`src/rtl/snd_mixer_pkg.sv`:
```
// snd_mixer_pkg
// Shared types and helpers for the snd_mixer_tdm stereo mixer.
//   state_t     : mix-pass FSM states (ST_DCB is only reachable when
//                 SND_MIXER_DC_BLOCK_EN is defined)
//   vol_to_gain : 4-bit two's complement volume code -> 6-bit gain in 1/16 units
//   acc_width   : accumulator width for IW-bit samples summed over CH channels
//   sat         : clamp a signed value to the range of an OW-bit signed number
package snd_mixer_pkg;

  typedef enum logic [1:0] {
    ST_IDLE = 2'd0,
    ST_ACC  = 2'd1,
    ST_SAT  = 2'd2,
    ST_DCB  = 2'd3
  } state_t;

  // g = 16 + 2*vol = 2*(vol + 8). Adding 8 to a 4-bit two's complement code
  // is the same as flipping its sign bit, so no adder is needed.
  function automatic logic [5:0] vol_to_gain(input logic [3:0] vol);
    return {1'b0, ~vol[3], vol[2:0], 1'b0};
  endfunction

  // Product needs IW+5 bits (gain < 32); summing up to CH of them adds
  // clog2(CH+1) bits, so the accumulator cannot overflow.
  function automatic int acc_width(input int iw, input int ch);
    return iw + 5 + $clog2(ch + 1);
  endfunction

  function automatic logic signed [63:0] sat(input logic signed [63:0] acc,
                                             input int                ow);
    logic signed [63:0] hi;
    logic signed [63:0] lo;
    hi = (64'sd1 <<< (ow - 1)) - 64'sd1;
    lo = -(64'sd1 <<< (ow - 1));
    if (acc > hi) return hi;
    if (acc < lo) return lo;
    return acc;
  endfunction

endpackage

```
`src/rtl/snd_dc_block.sv`:
```
// snd_dc_block
// One-pole DC-blocking high-pass for one stereo side, built only when
// SND_MIXER_DC_BLOCK_EN is defined:
//   y = x - x_prev + y_prev - (y_prev >>> 8), saturated to OW bits.
// Ports:
//   i_clk  : clock, rising edge
//   i_rst  : synchronous active-high reset, clears x_prev / y_prev
//   i_en   : process i_x this cycle
//   i_x    : OW-bit signed input sample
//   o_y    : OW-bit signed filtered sample (registered)
`ifdef SND_MIXER_DC_BLOCK_EN
module snd_dc_block
  import snd_mixer_pkg::*;
#(
  parameter int OW = 16
) (
  input  logic                 i_clk,
  input  logic                 i_rst,
  input  logic                 i_en,
  input  logic signed [OW-1:0] i_x,
  output logic signed [OW-1:0] o_y
);

  // Difference of two OW-bit values plus a third needs OW+2 bits; one
  // spare bit keeps the intermediate comfortably wide.
  localparam int DW = OW + 3;

  logic signed [OW-1:0] r_x_prev;
  logic signed [OW-1:0] r_y_prev;
  logic signed [DW-1:0] w_sum;
  logic signed [OW-1:0] w_y;

  assign w_sum = DW'(i_x) - DW'(r_x_prev) + DW'(r_y_prev) - DW'(r_y_prev >>> 8);
  assign w_y   = OW'(sat(64'(w_sum), OW));

  always_ff @(posedge i_clk) begin
    if (i_rst) begin
      r_x_prev <= '0;
      r_y_prev <= '0;
    end else if (i_en) begin
      r_x_prev <= i_x;
      r_y_prev <= w_y;
    end
  end

  assign o_y = r_y_prev;

endmodule
`endif

```
`src/rtl/snd_mixer_tdm.sv`:
```
// snd_mixer_tdm
// Time-multiplexed stereo mixer: one multiplier visits one channel per clock,
// scaling each snapshotted sample by its volume gain and adding it to the
// left and/or right accumulator according to its pan bits. The sums are
// divided by 16 (floor) and saturated to OW bits.
// Optional feature: define SND_MIXER_DC_BLOCK_EN to add a DC-blocking
// high-pass stage (one extra cycle of latency) after saturation.
// Ports:
//   i_EMU_MCLK    : clock, rising edge
//   i_EMU_SOFTRST : synchronous active-high reset
//   i_SND_STB     : one-cycle strobe, starts a mix pass when idle
//   i_SND_CH      : CH packed signed IW-bit samples
//   i_VOL         : CH packed 4-bit volume codes (-8 mutes, 0 is unity)
//   i_PAN         : CH packed pan pairs, bit0 = left, bit1 = right
//   o_SND_L/R     : mixed signed OW-bit samples, held between updates
//   o_SND_VLD     : one-cycle pulse when o_SND_L/R update
//   o_BUSY        : high while a pass runs, through the o_SND_VLD cycle
//   o_DROP        : one-cycle pulse after a strobe that arrived while busy
module snd_mixer_tdm
  import snd_mixer_pkg::*;
#(
  parameter int CH = 4,
  parameter int IW = 16,
  parameter int OW = 16
) (
  input  logic                 i_EMU_MCLK,
  input  logic                 i_EMU_SOFTRST,
  input  logic                 i_SND_STB,
  input  logic [CH*IW-1:0]     i_SND_CH,
  input  logic [CH*4-1:0]      i_VOL,
  input  logic [CH*2-1:0]      i_PAN,
  output logic signed [OW-1:0] o_SND_L,
  output logic signed [OW-1:0] o_SND_R,
  output logic                 o_SND_VLD,
  output logic                 o_BUSY,
  output logic                 o_DROP
);

  localparam int              AW       = acc_width(IW, CH);
  localparam int              IDXW     = (CH > 1) ? $clog2(CH) : 1;
  localparam logic [IDXW-1:0] LAST_IDX = IDXW'(CH - 1);

  state_t               r_state;
  state_t               w_state_nxt;
  logic [IDXW-1:0]      r_idx;
  logic [CH*IW-1:0]     r_snap_ch;
  logic [CH*4-1:0]      r_snap_vol;
  logic [CH*2-1:0]      r_snap_pan;
  logic signed [AW-1:0] r_acc_l;
  logic signed [AW-1:0] r_acc_r;
  logic signed [OW-1:0] r_mix_l;
  logic signed [OW-1:0] r_mix_r;
  logic                 r_vld;
  logic                 r_drop;

  logic                 w_busy;
  logic                 w_start;
  logic                 w_last;
  logic signed [IW-1:0] w_sample;
  logic [5:0]           w_gain;
  logic [1:0]           w_pan;
  logic signed [AW-1:0] w_prod;
  logic signed [AW-1:0] w_shr_l;
  logic signed [AW-1:0] w_shr_r;
  logic signed [OW-1:0] w_sat_l;
  logic signed [OW-1:0] w_sat_r;

  // Busy stays up through the output-valid cycle, so a strobe there is a drop.
  assign w_busy  = (r_state != ST_IDLE) || r_vld;
  assign w_start = i_SND_STB && !w_busy;
  assign w_last  = (r_idx == LAST_IDX);

  // Shared multiplier: signed sample times unsigned gain (zero-extended).
  assign w_sample = r_snap_ch[r_idx*IW +: IW];
  assign w_gain   = vol_to_gain(r_snap_vol[r_idx*4 +: 4]);
  assign w_pan    = r_snap_pan[r_idx*2 +: 2];
  assign w_prod   = AW'(w_sample) * AW'(signed'({1'b0, w_gain}));

  // Gain is in 1/16 units; arithmetic shift gives floor rounding.
  assign w_shr_l = r_acc_l >>> 4;
  assign w_shr_r = r_acc_r >>> 4;
  assign w_sat_l = OW'(sat(64'(w_shr_l), OW));
  assign w_sat_r = OW'(sat(64'(w_shr_r), OW));

  // NOTE: sequential state uses non-blocking assignments so every register
  // samples the pre-edge values regardless of block evaluation order.
  always_ff @(posedge i_EMU_MCLK) begin
    if (i_EMU_SOFTRST) r_state <= ST_IDLE;
    else               r_state <= w_state_nxt;
  end

  // NOTE: the default assignment first guarantees no latch is inferred for
  // any path through the case statement.
  always_comb begin
    w_state_nxt = r_state;
    case (r_state)
      ST_IDLE: if (w_start) w_state_nxt = ST_ACC;
      ST_ACC:  if (w_last)  w_state_nxt = ST_SAT;
`ifdef SND_MIXER_DC_BLOCK_EN
      ST_SAT:  w_state_nxt = ST_DCB;
`else
      ST_SAT:  w_state_nxt = ST_IDLE;
`endif
      default: w_state_nxt = ST_IDLE;
    endcase
  end

  // NOTE: the snapshot registers carry no reset; they are always written
  // before use, so clearing them would only cost reset fan-out.
  always_ff @(posedge i_EMU_MCLK) begin
    if (w_start) begin
      r_snap_ch  <= i_SND_CH;
      r_snap_vol <= i_VOL;
      r_snap_pan <= i_PAN;
    end
  end

  always_ff @(posedge i_EMU_MCLK) begin
    if (i_EMU_SOFTRST) begin
      r_idx   <= '0;
      r_acc_l <= '0;
      r_acc_r <= '0;
      r_mix_l <= '0;
      r_mix_r <= '0;
      r_vld   <= 1'b0;
      r_drop  <= 1'b0;
    end else begin
      r_vld  <= 1'b0;
      r_drop <= i_SND_STB && w_busy;
      case (r_state)
        ST_IDLE: begin
          if (w_start) begin
            r_idx   <= '0;
            r_acc_l <= '0;
            r_acc_r <= '0;
          end
        end
        ST_ACC: begin
          if (w_pan[0]) r_acc_l <= r_acc_l + w_prod;
          if (w_pan[1]) r_acc_r <= r_acc_r + w_prod;
          r_idx <= r_idx + 1'b1;
        end
        ST_SAT: begin
          r_mix_l <= w_sat_l;
          r_mix_r <= w_sat_r;
`ifndef SND_MIXER_DC_BLOCK_EN
          r_vld   <= 1'b1;
`endif
        end
        default: begin
`ifdef SND_MIXER_DC_BLOCK_EN
          r_vld <= 1'b1;
`endif
        end
      endcase
    end
  end

`ifdef SND_MIXER_DC_BLOCK_EN
  logic w_dc_en;
  assign w_dc_en = (r_state == ST_DCB);

  snd_dc_block #(.OW(OW)) u_dc_l (
    .i_clk (i_EMU_MCLK),
    .i_rst (i_EMU_SOFTRST),
    .i_en  (w_dc_en),
    .i_x   (r_mix_l),
    .o_y   (o_SND_L)
  );

  snd_dc_block #(.OW(OW)) u_dc_r (
    .i_clk (i_EMU_MCLK),
    .i_rst (i_EMU_SOFTRST),
    .i_en  (w_dc_en),
    .i_x   (r_mix_r),
    .o_y   (o_SND_R)
  );
`else
  assign o_SND_L = r_mix_l;
  assign o_SND_R = r_mix_r;
`endif

  assign o_SND_VLD = r_vld;
  assign o_BUSY    = w_busy;
  assign o_DROP    = r_drop;

endmodule

```
`config.mk`:
```
export PLATFORM = sky130hd
export DESIGN_NAME = snd_mixer_tdm
export DESIGN_NICKNAME = d
export VERILOG_FILES = /design/src/rtl/snd_mixer_pkg.sv /design/src/rtl/snd_dc_block.sv /design/src/rtl/snd_mixer_tdm.sv
export SDC_FILE = /design/constraint.sdc
export NUM_CORES = 1
export LEC_CHECK = 0
export ABC_AREA = 1
export CAP_MARGIN = 10
export CORE_MARGIN = 2
export CORE_UTILIZATION = 45
export CTS_BUF_LIST = sky130_fd_sc_hd__clkbuf_2
export CTS_CLUSTER_SIZE = 8
export DETAILED_ROUTE_END_ITERATION = 10
export GPL_TIMING_DRIVEN = 0
export PLACE_DENSITY = 0.69
export SYNTH_ARGS = -nofsm -noshare
export SYNTH_HDL_FRONTEND = slang
export SYNTH_SLANG_ARGS = --single-unit
```
`constraint.sdc`:
```
create_clock -name i_EMU_MCLK -period 5.5 [get_ports i_EMU_MCLK]
set_input_delay 0.825 -clock i_EMU_MCLK [delete_from_list [all_inputs] [get_ports i_EMU_MCLK]]
set_output_delay 0.825 -clock i_EMU_MCLK [all_outputs]
set_load 0.02 [all_outputs]
```
==> impl_metrics.json <==
{
  "outcome": "finished, violations left",
  "violations": "negative setup slack",
  "cts_tree": "done",
  "antenna_found_initial": 1,
  "slew_headroom_pct": 36.7,
  "cp_max_fo": 8,
  "vias": 10800,
  "place_congestion": 0.956,
  "area_growth_pct": 44.8,
  "yosysWarnings": 0,
  "cap_violations": 0,
  "grt_pass1_vias": 10200,
  "synth-main-ff-cell": "edfxtp_1",
  "drt-initial-drc-count": 841,
  "worst_slack_ps": -263,
  "min_path_type": "primary input to flop",
  "avgSynthCellArea_um2": 7.96,
  "min_to": "o_SND_R[6]",
  "r2r-end": "r_acc_r[23]",
  "arrival_ps": 6460,
  "holdWs_ps": 423,
  "grt_overflow": 0,
  "syn_nets": 1613,
  "grt_max_degree": 37,
  "cpPeakStageDelay_ps": 550,
  "rows": 57,
  "wl_per_cell_um": 17.5,
  "rsz0062_at_grt": "true",
  "syn_inst": 1402,
  "cp.required_ps": 6190,
  "critPathCaptureType": "flop",
  "ys_types": 44,
  "min_path_cells": 2,
  "clk_latency_ps": 780,
  "cts_buffer_depth": 2,
  "synth-seq-area-share_pct": 38.8,
  "grt_pass1_wl_um": 50800,
  "core-area_mm2": 0.0243,
  "yosys-top-cells-count": "332 x nand2_1, 180 x a21oi_1, 161 x inv_1, 134 x nor2_1, 88 x edfxtp_1",
  "final-hold-violation-count": 0,
  "setup_viol": 13,
  "cts_buffers": 17,
  "fin_nets": 1863,
  "detail-route-antenna-nets": 0,
  "port_buffers": 124,
  "dp.final_hpwl_um": 23000,
  "slew_viol_final": 0,
  "synth_top_cell_by_area": "edfxtp_1",
  "dieArea_mm2": 0.0261,
  "route.detailed.drc": 0,
  "final_layout_size_suffix_gt1_share_pct": 28.5,
  "syn-cell-area_mm2": 0.0112,
  "clk_pin_slew_worst_paths_ps": 330,
  "synth_seq_cells": 172,
  "first_pass_iters": 7,
  "fillCellCount": 1806,
  "synth_top_area_share_pct": 23.7,
  "yosys-top-cells-area": "edfxtp_1 24%, dfxtp_1 15%, nand2_1 11%",
  "clock_sinks": 172,
  "r2r_slack_ps": -260,
  "fin_crit_ps": 5760,
  "cts-root-buf": "clkbuf_2",
  "r2r-start": "r_idx[0]",
  "yosysMostFrequentCell": "nand2_1",
  "finalClockSkew_ps": 64.5,
  "async_flop_share_pct": 0,
  "worst-setup-path-type": "flop to flop",
  "io_pins": 126,
  "cts_hold_buf": 0,
  "period_share_pct": 105,
  "min_from": "i_EMU_SOFTRST",
  "grt_util_all_layers_pct": 24.4,
  "h-tree-depth": 4,
  "rr_worst_depth": 31,
  "fmax_mhz": 174,
  "startpoint_type": "flop",
  "start_util_pct": 45.9,
  "dieWidth_um": 161,
  "synth-edff-count": 88,
  "drt_wl_total_um": 34800,
  "path_common_cell": "inv_1",
  "dieHeight_um": 161,
  "via_per_inst": 5.44,
  "cp_slowest_cell": "fa_1",
  "worst_pin_slew_ps": 947
}
worst max-delay path by stage:
stage                   from           to  slack [ps]  cells past startpoint
finish              r_idx[0]  r_acc_r[23]        -260                     31
global route        r_idx[0]  r_acc_r[23]        -510                     36
CTS                 r_idx[0]  r_acc_l[21]         -20                     30
global placement    r_idx[0]  r_acc_l[21]       -1240                     29
floorplan           r_idx[0]  r_acc_l[21]         -50                     28
detailed placement  r_idx[0]  r_acc_l[21]       -1300                     29
repair_timing:
action                                  4_1_cts  5_1_grt
cloned                                        6        1
gates resized for setup                     219      269
endpoints found under the setup margin       30       28
pin swaps                                    87      104
setup buffers                                57       43
cells in the final DEF (no fill, tap or decap), drive strengths merged:
master,instances
buf,117
diode,1
clkinvlp,2
a32oi,13
a21o,7
nand3,53
o211ai,4
nand2,333
a21boi,3
dfxtp,84
a211oi,4
clkdlybuf4s50,124
a32o,5
o21a,1
or2,5
o22ai,4
o31ai,1
nand4,9
xor2,9
a31oi,3
clkinv,4
edfxtp,88
nor2,136
fa,35
a21oi,189
o21ai,91
nor3,8
bufinv,1
xnor2,10
o2111ai,1
nor3b,2
nand3b,6
clkbuf,48
nor4,6
inv,172
ha,85
o21bai,2
routing by layer:
layer / GRT usage (%) / wire length, um / vias to the layer above
met3: 2.70 / 1900 / 79
met1: 31.6 / 14200 / 5084
met4: 9.33 / 1250 / 0
met2: 41.9 / 17400 / 435
met5: 0 / 0 / -
li1: - / - / 5222
sequential cells by signal, indices dropped and copies added (netlist names):
name / flops
o_SND_L: 16
r_snap_pan: 8
o_SND_VLD: 1
r_snap_vol: 16
r_idx: 2
r_acc_l: 23
r_snap_ch: 64
r_acc_r: 23
o_DROP: 1
r_state: 2
o_SND_R: 16
cell type report:
type	count	area (um2)	share of cell area, %
Antenna cell	1	2.50	0.0155
Timing Repair Buffer	231	2240	13.9
Tap cell	324	405	2.51
Multi-Input combinational cell	1025	7950	49.2
Sequential cell	172	4330	26.8
Clock buffer	18	90.1	0.558
Clock inverter	14	151	0.937
Buffer	40	350	2.17
Inverter	165	633	3.92
per-stage QoR:
step	setup TNS (ps)	cells	util [%]	area [um2]	setup WS [ps]
floorplan	-54.2	1402	-	11200	-54.2
global placement	-22890	1850	52.8	12800	-1240
detailed placement	-23720	1852	53.0	12900	-1300
CTS	-23.1	1946	60.3	14700	-17.3
global route	-6050	1990	66.4	16200	-509
finish	-1400	1990	66.4	16200	-263
kinds of logic (layout without fill, tap and decap cells):
group / after synthesis / count (layout) / synth area share [%]
buffers and inverters: 205 / 468 / 7.21
xor gates and xnor gates: 19 / 19 / 1.49
adders and majority gates: 120 / 120 / 15.8
DFF: 172 / 172 / 38.8
AOI/OAI and AO/OA: 328 / 328 / 16.3
other: 0 / 1 / 0
and+or+nand+nor: 558 / 558 / 20.4
worst max-delay path, delay by kind of cell, from the launching register on:
family / cells / cell delay (ps)
compound gates: 5 / 960
fa+ha+maj: 5 / 1920
simple gates: 10 / 1140
xor+xnor: 1 / 200
flops: 1 / 400
buf+inv: 10 / 1090
Power is not shown: default switching activity piles up to over one toggle a cycle in this logic, so the estimate is an artifact.
==> RTL edit (same flow settings) <==
Change the parameter `CH` from 4 to 8. Comments in the files are not updated.
--- a/src/rtl/snd_mixer_tdm.sv
+++ b/src/rtl/snd_mixer_tdm.sv
@@ -21,3 +21,3 @@
 #(
-  parameter int CH = 4,
+  parameter int CH = 8,
   parameter int IW = 16,
Ports: changed (resized i_PAN, i_SND_CH and i_VOL); port bits go from 126 to 214. The function was not compared with the original's and may differ.
==> RTL edit against the unedited design <==
The run still ends with negative setup slack left. Setup slack got worse by 310 ps. Area after synthesis increased by 37%. Critical path depth increased by 5. Cell area increased by 36%. Synthesized cell count increased by 27%. Sequential cell count increased by 91. Routed wire length increased by 38%. Critical endpoint is now r_acc_l[24]. Highest routed layer unchanged.
==> RTL edit: results (changes against the unedited design) <==
\begin{tabular}{lr}
\hline
Metric & Value \\
\hline
\multicolumn{2}{l}{\textbf{Layout}} \\
\quad Share of cell area taken by multi-input logic gates & 0.416 (-0.0764) \\
\quad Clock-cell share of area & 0.0268 (+0.0118) \\
\quad Multi-input gates & 1221 (+19\%) \\
\quad Biggest regs & r\_snap\_ch x128, r\_snap\_vol x32 \\
\quad Number of ordinary inverters in the final layout & 234 (+42\%) \\
\quad Final non-filler cell total & 2652 (+33\%) \\
\quad Proportion of final cell area spent on non-clock buffers & 0.171 (+0.0105) \\
\quad Nets & 2467 (+32\%) \\
\quad Clock buffer instance count of the final layout & 98 (+80) \\
\quad Filler cell count & 2685 (+49\%) \\
\multicolumn{2}{l}{\textbf{STA}} \\
\quad Final setup vio count & 27 (+14) \\
\quad Final setup skew & 131 ps (+66.5 ps) \\
\quad Final worst setup slack & -571 ps (-308 ps) \\
\multicolumn{2}{l}{\textbf{Worst setup path}} \\
\quad Data arrival time of the worst path & 6890 ps (+430 ps) \\
\quad Reg-to-reg endpoint & r\_acc\_l[24] \\
\quad Delay of the slowest cell on the worst path & 520 ps (-30 ps) \\
\quad Endpoint of the most critical setup path & r\_acc\_l[24] \\
\quad Critical-path maximum fanout & 10 (+2) \\
\multicolumn{2}{l}{\textbf{Synthesis}} \\
\quad Fraction of the yosys area taken by sequential cells & 0.460 (+0.0719) \\
\quad Compound-cell area share of the yosys netlist & 0.156 (-0.00660) \\
\quad Count of state elements after synthesis & 263 (+53\%) \\
\quad Post-synth net total & 2083 (+29\%) \\
\quad Leading cell types by count after synthesis & sky130\_fd\_sc\_hd\_\_nand2\_1 (291), sky130\_fd\_sc\_hd\_\_inv\_1 (221), sky130\_fd\_sc\_hd\_\_nor2\_1 (199) \\
\quad Mapped Avg Cell Area & 8.59 um2 (+8.0\%) \\
\multicolumn{2}{l}{\textbf{Placed design}} \\
\quad Placement Cell Area & 18200 um2 (+42\%) \\
\quad Number of placed instances with taps included & 2445 (+32\%) \\
\quad Minimum setup slack after placement & -1520 ps (-222 ps) \\
\multicolumn{2}{l}{\textbf{Min path}} \\
\quad Capture endpoint of the worst hold path & r\_idx[2] \\
\multicolumn{2}{l}{\textbf{Clock tree}} \\
\quad CTS H-tree depth & 3 (-1) \\
\quad Skew-Pair Late Insertion Delay & 1010 ps (+230 ps) \\
\multicolumn{2}{l}{\textbf{Run status}} \\
\quad Outcome & finished, violations left \\
\quad Violations in the final reports & negative setup slack \\
\multicolumn{2}{l}{\textbf{Drt}} \\
\quad Per-cell routed wire length & 18.1 um (+3.9\%) \\
\quad Initial DRC Count & 951 (+13\%) \\
\quad Routed vias & 14200 (+32\%) \\
\multicolumn{2}{l}{\textbf{GRT}} \\
\quad Global-route wire length before repair & 73500 um (+45\%) \\
\quad Maximum number of pins on one net before global-route repair & 35 (-5.4\%) \\
\quad M3 GR Usage & 0.0512 (+0.0243) \\
\quad Met2 Resource Use GR & 0.455 (+0.0362) \\
\quad Antenna violations before repair & 2 (+1) \\
\quad Met1 usage in global routing & 0.319 (+0.00298) \\
\hline
\end{tabular}
## RTL edit: changes by cell type after synthesis, moves of 25 or more
cell	unedited run	this run
sky130_fd_sc_hd__inv_1	161	221
sky130_fd_sc_hd__edfxtp_1	88	176
sky130_fd_sc_hd__nand2_1	332	291
sky130_fd_sc_hd__a21oi_1	180	153
sky130_fd_sc_hd__o21ai_1	9	39
sky130_fd_sc_hd__o21ai_0	82	163
sky130_fd_sc_hd__nor2_1	134	199
sky130_fd_sc_hd__nand3_1	52	77
sky130_fd_sc_hd__o22ai_1	4	33
## RTL edit: routing by layer
metal	part of all wire	routed length (um)
met5	0	0
met4	0.048	2310
met3	0.066	3160
met2	0.49	23500
met1	0.40	19200
## RTL edit: repair_timing
action,4_1_cts,5_1_grt
pin swaps,143,97
gates cloned,6,0
hold buffers,0,0
buffers inserted,73,16
hold endpoints to repair,0,0
gates resized for setup,366,177
setup endpoints to repair,36,36
